[src/rtl/display_scheduler.sv]
// display_scheduler
//   Shares a 3-digit multiplexed 7-segment display between two requesters.
//   A round-robin arbiter grants one requester and captures its 8-bit value.
//   A sequential double-dabble converter (8 iterations) turns it into BCD,
//   which is then held on the display for HOLD_TICKS cycles before the
//   arbiter looks at the requests again. A free-running scan counter walks
//   the three digits, REFRESH_TICKS cycles per digit.
//
//   Handshake: ReqA/ReqB are level requests sampled only in IDLE. The
//   matching GntA/GntB is a one-cycle pulse in the cycle after the grant
//   edge, and the Data of the granted port is captured on that same edge.
//   Requests seen outside IDLE are ignored, not queued.
//
// Ports
//   Clk, Rst        clock, asynchronous active-high reset
//   ReqA, DataA     requester A level request and 8-bit value
//   ReqB, DataB     requester B level request and 8-bit value
//   GntA, GntB      one-cycle grant pulses
//   Busy            high while converting or holding
//   Displays        active-low anode enables (bits 7:3 always 1)
//   Segmentos       active-low segments {dp,g,f,e,d,c,b,a}
module display_scheduler #(
  parameter int unsigned REFRESH_TICKS = 100000,
  parameter int unsigned HOLD_TICKS    = 50000000
) (
  input  logic       Clk,
  input  logic       Rst,
  input  logic       ReqA,
  input  logic [7:0] DataA,
  input  logic       ReqB,
  input  logic [7:0] DataB,
  output logic       GntA,
  output logic       GntB,
  output logic       Busy,
  output logic [7:0] Displays,
  output logic [7:0] Segmentos
);

  localparam int unsigned SCAN_W = $clog2(REFRESH_TICKS + 1);
  localparam int unsigned HOLD_W = $clog2(HOLD_TICKS + 1);
  localparam logic [SCAN_W-1:0] SCAN_LAST = SCAN_W'(REFRESH_TICKS - 1);
  localparam logic [HOLD_W-1:0] HOLD_LAST = HOLD_W'(HOLD_TICKS - 1);

  typedef enum logic [1:0] {IDLE, CONVERT, SHOW} state_t;

  // state_q is the FSM state for observers; nothing else encodes it.
  state_t            state_q, state_next;
  logic              grant_a, grant_b;
  logic              rr_b;              // 1: favour B on the next tie
  logic [7:0]        bin_q;
  logic [11:0]       bcd_q;
  logic [11:0]       bcd_adj, bcd_nx;
  logic [7:0]        bin_nx;
  logic [2:0]        iter_q;
  logic [HOLD_W-1:0] hold_q;
  logic [3:0]        hun_q, ten_q, one_q;
  logic [SCAN_W-1:0] scan_q;
  logic [1:0]        sel_q;
  logic [3:0]        digit;
  logic              blank;

  function automatic logic [7:0] seg_code(input logic [3:0] d);
    case (d)
      4'd0:    seg_code = 8'hC0;
      4'd1:    seg_code = 8'hF9;
      4'd2:    seg_code = 8'hA4;
      4'd3:    seg_code = 8'hB0;
      4'd4:    seg_code = 8'h99;
      4'd5:    seg_code = 8'h92;
      4'd6:    seg_code = 8'h82;
      4'd7:    seg_code = 8'hF8;
      4'd8:    seg_code = 8'h80;
      4'd9:    seg_code = 8'h90;
      default: seg_code = 8'hFF;
    endcase
  endfunction

  // FSM state register
  always_ff @(posedge Clk or posedge Rst) begin
    if (Rst) state_q <= IDLE;
    else     state_q <= state_next;
  end

  // FSM next state, including the arbitration decision made in IDLE
  always_comb begin
    state_next = state_q;
    grant_a    = 1'b0;
    grant_b    = 1'b0;
    case (state_q)
      IDLE: begin
        if (ReqA && ReqB) begin
          grant_a = ~rr_b;
          grant_b = rr_b;
        end else begin
          grant_a = ReqA;
          grant_b = ReqB;
        end
        if (grant_a || grant_b) state_next = CONVERT;
      end
      CONVERT: if (iter_q == 3'd7) state_next = SHOW;
      SHOW:    if (hold_q == HOLD_LAST) state_next = IDLE;
      default: state_next = IDLE;
    endcase
  end

  // FSM outputs
  always_comb begin
    Busy = (state_q != IDLE);
  end

  // One double-dabble step: add 3 to nibbles >= 5, then shift left by one
  // with the binary MSB entering the BCD LSB.
  always_comb begin
    bcd_adj = bcd_q;
    if (bcd_adj[3:0]  >= 4'd5) bcd_adj[3:0]  = bcd_adj[3:0]  + 4'd3;
    if (bcd_adj[7:4]  >= 4'd5) bcd_adj[7:4]  = bcd_adj[7:4]  + 4'd3;
    if (bcd_adj[11:8] >= 4'd5) bcd_adj[11:8] = bcd_adj[11:8] + 4'd3;
    bcd_nx = {bcd_adj[10:0], bin_q[7]};
    bin_nx = {bin_q[6:0], 1'b0};
  end

  // Grant pulses, capture, conversion and hold datapath
  always_ff @(posedge Clk or posedge Rst) begin
    if (Rst) begin
      GntA   <= 1'b0;
      GntB   <= 1'b0;
      rr_b   <= 1'b0;
      bin_q  <= '0;
      bcd_q  <= '0;
      iter_q <= '0;
      hold_q <= '0;
      hun_q  <= '0;
      ten_q  <= '0;
      one_q  <= '0;
    end else begin
      GntA <= grant_a;
      GntB <= grant_b;
      if (grant_a || grant_b) begin
        // The pointer only moves on a tie; a lone requester leaves it alone.
        if (ReqA && ReqB) rr_b <= ~rr_b;
        bin_q  <= grant_a ? DataA : DataB;
        bcd_q  <= '0;
        iter_q <= '0;
      end
      if (state_q == CONVERT) begin
        bcd_q  <= bcd_nx;
        bin_q  <= bin_nx;
        iter_q <= iter_q + 3'd1;
        if (iter_q == 3'd7) begin
          hun_q  <= bcd_nx[11:8];
          ten_q  <= bcd_nx[7:4];
          one_q  <= bcd_nx[3:0];
          hold_q <= '0;
        end
      end
      if (state_q == SHOW && hold_q != HOLD_LAST) hold_q <= hold_q + 1'b1;
    end
  end

  // Free-running digit scan, independent of the FSM
  always_ff @(posedge Clk or posedge Rst) begin
    if (Rst) begin
      scan_q <= '0;
      sel_q  <= '0;
    end else if (scan_q == SCAN_LAST) begin
      scan_q <= '0;
      sel_q  <= (sel_q == 2'd2) ? 2'd0 : sel_q + 2'd1;
    end else begin
      scan_q <= scan_q + 1'b1;
    end
  end

  // Anode/segment decode from registered select and digits only, so a
  // digit change and a select change can never be seen out of step.
  always_comb begin
    Displays = 8'hFF;
    digit    = one_q;
    blank    = 1'b1;
    case (sel_q)
      2'd0: begin Displays = 8'hFE; digit = one_q; blank = 1'b0; end
      2'd1: begin Displays = 8'hFD; digit = ten_q; blank = (hun_q == 4'd0) && (ten_q == 4'd0); end
      2'd2: begin Displays = 8'hFB; digit = hun_q; blank = (hun_q == 4'd0); end
      default: begin Displays = 8'hFF; digit = one_q; blank = 1'b1; end
    endcase
    Segmentos = blank ? 8'hFF : seg_code(digit);
  end

endmodule

[config.mk]
export PLATFORM = sky130hd
export DESIGN_NAME = display_scheduler
export DESIGN_NICKNAME = d
export VERILOG_FILES = /design/src/rtl/display_scheduler.sv
export SDC_FILE = /design/constraint.sdc
export NUM_CORES = 1
export LEC_CHECK = 0
export CORE_MARGIN = 1.5
export CORE_UTILIZATION = 50
export CTS_BUF_LIST = sky130_fd_sc_hd__clkbuf_4 sky130_fd_sc_hd__clkbuf_8
export DETAILED_ROUTE_END_ITERATION = 7
export PLACE_DENSITY = 0.73
export SYNTH_ARGS = -nofsm -noshare
export SYNTH_HDL_FRONTEND = slang
export SYNTH_SLANG_ARGS = --single-unit
[constraint.sdc]
create_clock -name Clk -period 2.3 [get_ports Clk]
set_input_delay 0.23 -clock Clk [delete_from_list [all_inputs] [get_ports Clk]]
set_output_delay 0.23 -clock Clk [all_outputs]
set_load 0.01 [all_outputs]
==> impl_metrics.json <==
{
  "numCtsBuffers": 9,
  "drc": 0,
  "worst-path-stages": 8,
  "place.gp.congestion": 0.808,
  "syn_inst": 506,
  "async_flop_share": 1.00,
  "portBuffers": 32,
  "drv_cap": 0,
  "critical_path_class": "flop to primary output",
  "die_w_um": 100,
  "rows": 35,
  "ctsHoldBuffers": 0,
  "crit_fanout": 7,
  "antenna_found_initial": 0,
  "fill_cells": 738,
  "violations": "setup timing",
  "top_layer_used": "met4",
  "grt_pass1_vias": 3879,
  "synth_top_flop_cell": "dfrtp_1",
  "root_buffer": "clkbuf_8",
  "synth.avg_cell_area_um2": 9.33,
  "crit_slowest_cell": "or4_1",
  "num_vias": 3979,
  "cts_tree": "built",
  "final_cells": 688,
  "wl_per_cell_um": 15.1,
  "grt_use_total": 0.217,
  "holdCritPathClass": "input pin to async pin",
  "dieArea_um2": 10000,
  "worstRegToRegCells": 5,
  "max_stage_delay_ps": 510,
  "max_slew_margin": 0.401,
  "p_leak_nw": 2.80,
  "synth_top_area_cell": "dfrtp_1",
  "dr.pass1.iters": 4,
  "met1_length_um": 4740,
  "synth_edf_count": 0,
  "ant_nets": 0,
  "coreArea_um2": 9200,
  "finClkSkew_ps": 14.4,
  "reg2reg_setup_slack_ps": 20,
  "routed-wl-met2_um": 5150,
  "synthTopCellsByArea": "dfrtp_1, ha_1, nand2_1",
  "crit_start": "sel_q[1]$_DFFE_PP0N_",
  "placedCellCount": 661,
  "clkLatencyLatePin_ps": 350,
  "yosysTopAreaCellShare": 0.451,
  "initialDrtViolationCount": 187,
  "ys_ff_latch": 85,
  "yosysSeqAreaShare": 0.451,
  "antenna_cells": 0,
  "cp-start-kind": "flop",
  "grt_start_max_net_pins": 86,
  "critPathArrivalTime_ps": 2230,
  "power_density_nw_per_um2": 921,
  "synth_cell_types": 46,
  "fmax_mhz": 406,
  "reg2reg_to": "sel_q[0]$_DFFE_PP0N_",
  "path_cells": "inv_4 -> ha_4 -> nor2_1 -> a21oi_1 -> or4_1 -> and3_4 -> nand2_1 -> buf_2",
  "rsz0062_at_grt": "true",
  "synth_area_um2": 4720,
  "tightest_slew_ps": 899,
  "run_status": "finished, violations left",
  "path_buf_inv": 2,
  "drive_gt1_frac": 0.185,
  "dpl.hpwl_um": 6910,
  "syn_to_final_growth_pct": 22.7,
  "fin_ws_ps": -161,
  "reg2reg_from": "scan_q[13]$_DFF_PP0_",
  "die_y_um": 100,
  "worstPathRequired_ps": 2070,
  "period_minus_slack_ps": 2460,
  "io-pin-count": 39,
  "start_util": 0.513,
  "met3WireLength_um": 281,
  "setup_viol": 7,
  "gr-total-overflow": 0,
  "yosys_warnings": 0,
  "cts_sinks": 85,
  "whs_ps": 317,
  "drv_slew": 0,
  "crit_end": "Segmentos[0]",
  "via_per_inst": 5.78,
  "cts_max_path_buffers": 2,
  "path_clk_slew_ps": 90,
  "grt_pass1_wl_um": 17600,
  "finalCritPeriodShare": 1.07,
  "postRouteWirelength_um": 10400,
  "fin_nets": 612,
  "irDropWorstVdd_uv": 499,
  "cp-end-kind": "primary output",
  "hold_viol_final": 0,
  "htree_levels": 3,
  "path_delay_family": "simple AND/OR/NAND/NOR gates"
}
## synthesized netlist by cell type, types with 7 or more instances
master,count
o21ai_0,37
a21o_1,10
and3_1,21
clkbuf_1,19
xor2_1,7
nand4_1,13
mux2i_1,11
xnor2_1,12
or3_1,7
nand2_1,50
a211o_1,17
nand3_1,27
inv_1,20
nor3_1,24
ha_1,20
a21oi_1,21
dfrtp_1,85
nor2_1,31
a211oi_1,7
## layout by cell type (no fill, tap or decap), drive strengths merged, types with 14 or more instances in the layout
cell type      synthesis  layout
dfrtp                 85      85
buf                    9      53
nand2                 50      50
o21ai                 37      37
nor2                  31      31
nand3                 27      27
clkdlybuf4s50          0      25
nor3                  24      24
and3                  22      22
a21oi                 21      21
inv                   20      20
ha                    20      20
a211o                 17      17
nand4                 14      14
## kinds of logic (layout without fill, tap and decap cells)
kind of cell,count (synthesis),count (layout),share of synthesized area
adder cells (fa/ha/maj),20,20,0.0530
flip-flops,85,85,0.451
AO/OA/AOI/OAI,107,107,0.146
AND/OR/NAND/NOR,209,209,0.231
buffers and inverters,48,114,0.0456
XOR/XNOR,19,19,0.0353
other,1,6,0.000794
multiplexers,17,17,0.0384
## per-layer routing
| layer | GRT usage | vias up |
|---|---|---|
| met5 | 0 | - |
| met3 | 0.0292 | 17 |
| met1 | 0.286 | 1948 |
| met4 | 0.0943 | 0 |
| met2 | 0.361 | 75 |
| li1 | - | 1939 |
## report_power, final
group | switching [W] | internal, W
Clock | 0.000538 | 0.000658
Sequential | 0.000271 | 0.00181
Combinational | 0.00110 | 0.000960
## area by class of cell
cell class	instances	area (µm²)	share of cell area
clock inverters	5	82.6	0.0143
repair buffers	78	662	0.114
inverters	20	86.3	0.0149
multi-input cells	378	2550	0.440
well taps	111	139	0.0240
clock buffers	11	145	0.0251
flip-flops and latches	85	2130	0.367
## state kept, by name (all words and copies together), names as in the netlist
register,flops
bcd_q,12
state_q,2
hold_q,26
GntA,1
GntB,1
sel_q,2
bin_q,8
ten_q,4
hun_q,4
one_q,4
rr_b,1
scan_q,17
iter_q,3
## worst min-delay path, stage by stage
cell and delay (ps):
clkdlybuf4s50_1 440, clkinvlp_4 90, buf_12 340
## through the flow
step	setup TNS [ps]	area [µm²]	setup WS (ps)	utilization	total power, W
3_5_place_dp	-2560	5340	-405	0.581	0.00400
2_1_floorplan	0	4750	18.0	-	0.00333
6_report	-685	5790	-161	0.630	0.00534
5_1_grt	-1310	5790	-229	0.630	0.00570
4_1_cts	-609	5690	-130	0.619	0.00520
3_3_place_gp	-1760	5340	-313	0.581	0.00389
## how the worst min path moves through the flow
stage | startpoint | end | slack [ps] | cells past startpoint
CTS | Rst | hold_q[21]$_DFFE_PP0P_ | 360 | 3
floorplan | ReqA | GntB$_DFF_PP0_ | 320 | 1
global route | Rst | scan_q[14]$_DFF_PP0_ | 390 | 3
finish | Rst | scan_q[15]$_DFF_PP0_ | 320 | 3
detailed placement | bin_q[4]$_DFFE_PP0P_ | bin_q[4]$_DFFE_PP0P_ | 470 | 1
global placement | bin_q[2]$_DFFE_PP0P_ | bin_q[2]$_DFFE_PP0P_ | 460 | 1
## repair_timing
item	4_1_cts	5_1_grt
endpoints found under the setup margin	7	9
pin swaps	11	9
buffers inserted	5	6
resized for setup	53	21
Power figures use the tool's default switching activity.
